[src/rtl/uart_pkg.sv]
// Shared UART definitions: transmitter state encoding, baud-select codes used
// by the baud generator, and the parity helper.
package uart_pkg;

  // Widest payload the transmitter supports; parity helper is sized for it.
  localparam int unsigned MAX_DATA_BITS = 8;

  // Baud select codes understood by the baud generator.
  localparam logic [1:0] BAUD48  = 2'd0;
  localparam logic [1:0] BAUD96  = 2'd1;
  localparam logic [1:0] BAUD192 = 2'd2;
  localparam logic [1:0] BAUD384 = 2'd3;

  typedef enum logic [2:0] {
    IDLE,
    START,
    DATA,
    PARITY,
    STOP
  } tx_state_t;

  // Even parity of the payload, inverted when odd parity is selected.
  // Unused upper bits must be zero so they do not disturb the result.
  function automatic logic parity_f(input logic [MAX_DATA_BITS-1:0] data,
                                    input logic                     odd);
    return (^data) ^ odd;
  endfunction

endpackage

[src/rtl/uart_bit_strobe.sv]
// Turns the free-running baud clock into a one-clk strobe on each of its
// rising edges. baud_clk is derived from clk, so it is sampled directly.
module uart_bit_strobe (
  input  logic clk,
  input  logic resetn,
  input  logic baud_clk,
  output logic strb
);

  logic baud_q;

  // Delay the baud clock by one clk so its rising edge can be detected.
  always_ff @(posedge clk or negedge resetn) begin
    // NOTE: flops are written with <= so every reader sees the pre-edge value.
    if (!resetn) baud_q <= 1'b0;
    else         baud_q <= baud_clk;
  end

  assign strb = baud_clk & ~baud_q;

endmodule

[src/rtl/uart_tx_serializer.sv]
// UART transmit framer: accepts a word on a valid/ready handshake and shifts it
// out LSB-first as start bit, data bits, optional parity, then stop bit(s).
// Every line transition happens on a baud strobe, so each bit lasts one period.
module uart_tx_serializer
  import uart_pkg::*;
#(
  parameter int unsigned DATA_BITS  = 8,
  parameter int unsigned PARITY_EN  = 0,
  parameter int unsigned PARITY_ODD = 0,
  parameter int unsigned STOP_BITS  = 1
) (
  input  logic                 clk,
  input  logic                 resetn,
  input  logic                 baud_clk,
  input  logic [DATA_BITS-1:0] tx_data,
  input  logic                 tx_valid,
  output logic                 tx_ready,
  output logic                 tx,
  output logic                 tx_busy,
  output logic                 tx_done
);

  localparam int unsigned CNT_W = $clog2(DATA_BITS + 1);
  localparam logic [CNT_W-1:0] LAST_DATA = CNT_W'(DATA_BITS - 1);
  localparam logic [1:0]       LAST_STOP = 2'(STOP_BITS);

  tx_state_t                state;
  logic [DATA_BITS-1:0]     shreg;
  logic                     parity_q;
  logic [CNT_W-1:0]         bit_cnt;
  logic [1:0]               stop_cnt;
  logic                     strb;
  logic [MAX_DATA_BITS-1:0] data_ext;

  uart_bit_strobe u_bit_strobe (
    .clk      (clk),
    .resetn   (resetn),
    .baud_clk (baud_clk),
    .strb     (strb)
  );

  // Zero-extend the payload so the parity helper sees a fixed width.
  always_comb begin
    data_ext                = '0;
    data_ext[DATA_BITS-1:0] = tx_data;
  end

  // Frame sequencer: handshake, shift register, bit/stop counters and the
  // registered line outputs all advance together on baud strobes.
  always_ff @(posedge clk or negedge resetn) begin
    // NOTE: the async reset puts the line idle-high at once; the shift register
    // is reset too, so no stale payload survives into the next frame.
    if (!resetn) begin
      state    <= IDLE;
      tx       <= 1'b1;
      tx_ready <= 1'b1;
      tx_busy  <= 1'b0;
      tx_done  <= 1'b0;
      shreg    <= '0;
      parity_q <= 1'b0;
      bit_cnt  <= '0;
      stop_cnt <= '0;
    end else begin
      tx_done <= 1'b0;
      unique case (state)
        IDLE: begin
          // A strobe coinciding with the accept is deliberately not used.
          if (tx_valid && tx_ready) begin
            shreg    <= tx_data;
            parity_q <= parity_f(data_ext, PARITY_ODD != 0);
            bit_cnt  <= '0;
            stop_cnt <= '0;
            tx_ready <= 1'b0;
            tx_busy  <= 1'b1;
            state    <= START;
          end
        end
        START: begin
          if (strb) begin
            tx    <= 1'b0;
            state <= DATA;
          end
        end
        DATA: begin
          if (strb) begin
            tx      <= shreg[0];
            shreg   <= shreg >> 1;
            bit_cnt <= bit_cnt + 1'b1;
            if (bit_cnt == LAST_DATA) state <= (PARITY_EN != 0) ? PARITY : STOP;
          end
        end
        PARITY: begin
          if (strb) begin
            tx    <= parity_q;
            state <= STOP;
          end
        end
        STOP: begin
          // First strobe raises the line; STOP_BITS further strobes end the frame.
          if (strb) begin
            if (stop_cnt == 2'd0) tx <= 1'b1;
            if (stop_cnt == LAST_STOP) begin
              tx_done  <= 1'b1;
              tx_busy  <= 1'b0;
              tx_ready <= 1'b1;
              state    <= IDLE;
            end else begin
              stop_cnt <= stop_cnt + 1'b1;
            end
          end
        end
        default: state <= IDLE;
      endcase
    end
  end

endmodule
[config.mk]
export PLATFORM = sky130hd
export DESIGN_NAME = uart_tx_serializer
export DESIGN_NICKNAME = d
export VERILOG_FILES = /design/src/rtl/uart_pkg.sv /design/src/rtl/uart_bit_strobe.sv /design/src/rtl/uart_tx_serializer.sv
export SDC_FILE = /design/constraint.sdc
export NUM_CORES = 1
export LEC_CHECK = 0
export CAP_MARGIN = 20
export CORE_MARGIN = 2
export CORE_UTILIZATION = 50
export DETAILED_ROUTE_END_ITERATION = 6
export PLACE_DENSITY = 0.81
export SYNTH_ARGS = -nofsm -noshare
export SYNTH_HDL_FRONTEND = slang
export SYNTH_SLANG_ARGS = --single-unit
[constraint.sdc]
create_clock -name clk -period 3.1 [get_ports clk]
set_input_delay 0.31 -clock clk [delete_from_list [all_inputs] [get_ports clk]]
set_output_delay 0.31 -clock clk [all_outputs]
set_load 0.05 [all_outputs]
=== Word level (Yosys, flattened, before mapping) ===
Index checks and enable logic that the tools add are counted.

* Register bits: 23
* Output and inout port bits: 4
* Logic and storage cells: 77

* $add $sub $neg: 2
* Equal/unequal tests: 15
* Multiplexer cells: 35
* Bitwise operators: 2
* Reductions and logical operators: 13

{| class="wikitable"
|+ Operator list
! cell !! number
|-
| 3-bit 2-to-1 mux || 7
|-
| 2-bit inequality test, second input constant || 9
|-
| 8-bit 2-to-1 mux || 2
|-
| 8-bit case mux with 2 select lines || 1
|-
| 3-bit case mux with 5 select lines || 1
|-
| 1-bit 2-to-1 mux || 14
|-
| 4-bit 2-to-1 mux || 2
|-
| 4-bit case mux with 2 select lines || 1
|-
| 4-bit AND reduction || 2
|-
| 8-bit XOR reduction || 1
|-
| 7-bit AND reduction || 1
|-
| 3-bit by 2-bit equality test with 1-bit output, second input constant || 2
|-
| 2-bit 2-to-1 mux || 3
|-
| 6-bit AND reduction || 1
|-
| 4-bit by 1-bit adder with 4-bit output, second input constant || 1
|-
| 4-bit by 3-bit equality test with 1-bit output, second input constant || 1
|-
| 1-bit case mux with 2 select lines || 2
|-
| 1-bit case mux with 4 select lines || 1
|-
| 2-bit case mux with 2 select lines || 1
|-
| 2-bit nonzero test || 2
|-
| 4-bit nonzero test || 1
|-
| 3-bit by 1-bit equality test with 1-bit output, second input constant || 1
|-
| 3-bit equality test, second input constant || 1
|-
| 3-bit logical NOT || 1
|-
| other kinds (8) || 8
|}

=== Depth between registers and ports, before layout ===
* Depth in word-level cells: 4
* Gate-level depth with buffers: 6
* Mapped depth without buffers: 5

=== Modules after synthesis ===
Synthesis repeated with hierarchy kept, for this count alone.

* Cells, all modules: 121
* Area total of the unflattened synthesis: 1224.9 µm²

{| class="wikitable"
|+ By module, submodules not included
! module !! times used !! cells an instance !! area each (µm²) !! sequential area each (µm²)
|-
| uart_tx_serializer || 1 || 119 || 1186.1 || 553.0
|-
| uart_bit_strobe || 1 || 2 || 38.8 || 25.0
|}

=== Worst setup path after synthesis ===
No wires, ideal clock.

* Kind: register to register
* Start point: register tx_ready
* End point: register bit_cnt[1]
* Setup time: 0.122 ns
* Arrival time: 1.439 ns
* Data required time: 2.978 ns
* Slack: 1.539 ns
* Cell stages (with the launch flop): 5
* Path buffers: 1
* Path through: dfstp_2 and4bb_2 a22oi_2 buf_4 a32o_1

* Cells in the longest elaborated chain, start to end: 3

{| class="wikitable"
|+ Ends and longest elaborated chain
! item !! line !! source
|-
| from (decl) || uart_tx_serializer.sv:17 || <nowiki>output logic tx_ready,</nowiki>
|-
| from (signal assigned) || uart_tx_serializer.sv:56 || <nowiki>tx_ready <= 1'b1;</nowiki>
|-
| from (signal assigned) || uart_tx_serializer.sv:73 || <nowiki>tx_ready <= 1'b0;</nowiki>
|-
| from (signal assigned) || uart_tx_serializer.sv:105 || <nowiki>tx_ready <= 1'b1;</nowiki>
|-
| 1-bit logical AND || uart_tx_serializer.sv:68 || <nowiki>if (tx_valid && tx_ready) begin</nowiki>
|-
| 2-bit inequality test (no source line) || - ||
|-
| 3-bit AND reduction (no source line) || - ||
|-
| to (signal assigned) || uart_tx_serializer.sv:88 || <nowiki>bit_cnt <= bit_cnt + 1'b1;</nowiki>
|-
| to (decl) || uart_tx_serializer.sv:30 || <nowiki>logic [CNT_W-1:0] bit_cnt;</nowiki>
|}

No other way between the ends.
A chain may end at the register's enable or synchronous reset.

=== Worst setup path after layout ===
* Start point: register tx_ready
* End point: output tx_ready

No word-level cell between the ends.

==> parameters.txt <==
Parameter                              Value

STA
  Maximum operating frequency ... 0.500 GHz
  Number of hold violations in the final report ... 0
  Unrepaired setup endpoints after global routing ... no
  Final setup fails ... 0
  Worst-case hold slack ... 301 ps
  Final setup TNS ... 0 ps
  Least-Margin Pin Slew ... 497 ps
  Final Critical Period ... 2000 ps
  Worst setup skew after layout ... 1.72 ps
  Final Max Slew Viols ... 0
  Max transition margin ... 66.9%
  Crit share post-route ... 64.5%

Critical path
  Cell type group with the largest total delay on the critical path ... buffers and inverters
  Setup slack, reg-to-reg ... 1510 ps
  Arrival time worst endpoint ... 1690 ps
  Critical R2R Launch ... state[2]$_DFFE_PN0P_
  FF-to-FF End ... bit_cnt[2]$_DFFE_PN0P_
  Crit path required time ... 2790 ps
  Worst Reg2Reg Path Length in Cells ... 4
  Critical path endpoint category ... primary output
  Worst path bufs/invs ... 1
  Biggest cell delay along the critical path ... 800 ps
  Cells traversed along the worst timing path ... clkdlybuf4s50_1
  Critical Path Start Type ... flop
  Critical Path Fanout Max ... 5
  Critical-path top delay cell ... sky130_fd_sc_hd__clkdlybuf4s50_1
  Kind of critical path ... flop to primary output

Placement
  Post-Place Cells ... 158
  Final GP Congestion ... 0.809
  Dpl hpwl ... 1680 µm
  Port Buf Inserts ... 15
  Area post-placement ... 1340 µm²

Clock network
  Root buffer cell ... sky130_fd_sc_hd__clkbuf_4
  Number of cells upsized or downsized after cts ... 0
  CTS clk-pin slew, worst paths ... 120 ps
  Post-CTS Hold Buffers ... 0
  Post CTS Setup Buffer Count ... 0
  # H-tree levels ... 1
  Sinks on the clock net ... 23
  Max clock buf depth ... 2
  CTS tree ... done
  Clock Latency Late Sink ... 310 ps
  Total CTS buffers ... 3

Synthesis
  Part of the Yosys area used for sequential elements ... 49.2%
  Post-Syn Area per Cell ... 9.96 µm²
  Unique masters post-synth ... 36
  Register bit total from synthesis ... 23
  Dominant synthesized flop cell ... sky130_fd_sc_hd__dfrtp_1
  Synthesized net count ... 133
  Number of flops mapped to enable cells by yosys ... 0
  Post-synthesis instance total ... 118
  Async SR Flop Fraction ... 100%
  Post-Syn Area ... 1170 µm²
  Number of warnings printed during yosys synthesis ... 0

Finish
  Final Non-Filler Cells ... 163
  Signed area change from the synthesized netlist to the final layout ... 17.4%
  Number of inserted diodes ... 0
  Fin area ... 1380 µm²
  Fraction of layout instances using a drive strength above 1 ... 9.63%
  Number of nets in the layout ... 151

Pwr
  Power density over the cells ... 362 nW/µm²
  Static leakage power ... 0.602 nW
  Design Power ... 499 µW
  Worst IR Drop VDD ... 0.000262 V

Global route
  Antenna violations before repair ... 0
  Number of global-route vias before repair ... 945
  Largest net degree at the start of global routing ... 24
  Global route overflow ... 0
  First-pass GRT wire length ... 3900 µm
  Aggregate global-route resource usage ... 19.2%

Detailed routing
  Number of vias after detailed routing ... 933
  Uppermost routed layer ... met4
  WL met2 ... 1160 µm
  Number of detailed-routing iterations run before antenna repair ... 4
  DRC violations left ... 0
  Number of antenna-violating nets in the routed design ... 0
  Total routed wire length on the met1 layer ... 991 µm
  Wire length per cell ... 13.8 µm
  Total wire length after detailed routing ... 2250 µm
  Violation count after the first detailed-route iteration ... 7
  Number of vias per cell after detailed routing ... 5.72
  WL met3 ... 90 µm

Floorplan
  Number of top-level pins ... 16
  Die Outline Area ... 2750 µm²
  Die boundary width ... 52.5 µm
  Core region area ... 2210 µm²
  Die Y ... 52.5 µm
  Row count ... 17
  Starting density of the core ... 53.1%

Outcome
  Result of the run ... finished, final reports clean

Run
  Number of maximum-capacitance violations ... 0

Worst hold path
  Path category of the worst min-delay check ... primary input to asynchronous set/reset pin
-- routing by layer --
metal	global-route usage, %	vias up
met3	4.57	4
met5	0	-
met4	6.84	0
met1	22.0	458
li1	-	451
met2	34.4	20
-- cell type report --
cell class              count  area [µm²]
flip-flops and latches     23         578
well taps                  28        35.0
clock buffers               4        26.3
fillers                   194         833
repair buffers             16         165
inverters                  11        41.3
multi-input cells          81         533
-- worst max path at each step --
stage                             endpoint  cells after the start                 start
floorplan           bit_cnt[1]$_DFFE_PN0P_                      4  tx_ready$_DFFE_PN1P_
global placement      shreg[0]$_DFFE_PN0P_                      5              baud_clk
detailed placement    shreg[0]$_DFFE_PN0P_                      5              baud_clk
CTS                               tx_ready                      1  tx_ready$_DFFE_PN1P_
global route                      tx_ready                      1  tx_ready$_DFFE_PN1P_
finish                            tx_ready                      1  tx_ready$_DFFE_PN1P_
-- metrics by stage --
stage / utilization, % / setup slack (ps)
after floorplan: - / 1540
after global placement: 60.5 / 1290
after detailed placement: 60.5 / 1190
after CTS: 61.7 / 1090
after global routing: 62.3 / 1040
final: 62.3 / 1100
-- synth_stat cells (3+ instances only) --
cell | instances | area share (%)
sky130_fd_sc_hd__nand2_1 | 9 | 2.9
sky130_fd_sc_hd__dfrtp_1 | 21 | 45
sky130_fd_sc_hd__inv_1 | 11 | 3.5
sky130_fd_sc_hd__xnor2_1 | 8 | 6.0
sky130_fd_sc_hd__a21oi_1 | 10 | 4.3
sky130_fd_sc_hd__o22ai_1 | 7 | 3.7
sky130_fd_sc_hd__nor2_1 | 6 | 1.9
sky130_fd_sc_hd__ha_1 | 3 | 3.2
sky130_fd_sc_hd__o21ai_0 | 9 | 3.8
-- where the power goes --
part / switching, mW / internal, mW / leakage (nW)
Clock: 0.0881 / 0.0503 / 0.0150
Combinational: 0.0269 / 0.0288 / 0.322
Sequential: 0.00164 / 0.303 / 0.266
-- registers in the layout, summed over array words and instances (netlist names) --
| signal | flops |
|---|---|
| stop_cnt | 2 |
| state | 3 |
| tx_ready | 1 |
| bit_cnt | 4 |
| parity_q | 1 |
| shreg | 8 |
| tx_busy | 1 |
| tx | 1 |
| tx_done | 1 |
| u_bit_strobe.baud_q | 1 |
-- layout by cell type (no fill, tap or decap), types with 3 or more instances in the layout --
cell,instances
sky130_fd_sc_hd__a21oi_1,10
sky130_fd_sc_hd__o21ai_0,9
sky130_fd_sc_hd__o22ai_1,7
sky130_fd_sc_hd__xnor2_1,8
sky130_fd_sc_hd__nand2_1,9
sky130_fd_sc_hd__dfrtp_1,21
sky130_fd_sc_hd__clkbuf_4,3
sky130_fd_sc_hd__inv_1,11
sky130_fd_sc_hd__ha_1,3
sky130_fd_sc_hd__clkdlybuf4s50_1,15
sky130_fd_sc_hd__nor2_1,6
-- cells by family (layout without fill, tap and decap cells) --
group	after synthesis	in the layout	share of synthesized area, %
adder cells (fa/ha/maj)	3	3	3.20
multiplexers	1	1	0.852
XOR/XNOR	8	8	5.96
flip-flops	23	23	49.2
AND/OR/NAND/NOR	34	34	16.8
buffers and inverters	14	31	5.43
AO/OA/AOI/OAI	35	35	18.5
Power figures use the tool's default switching activity.
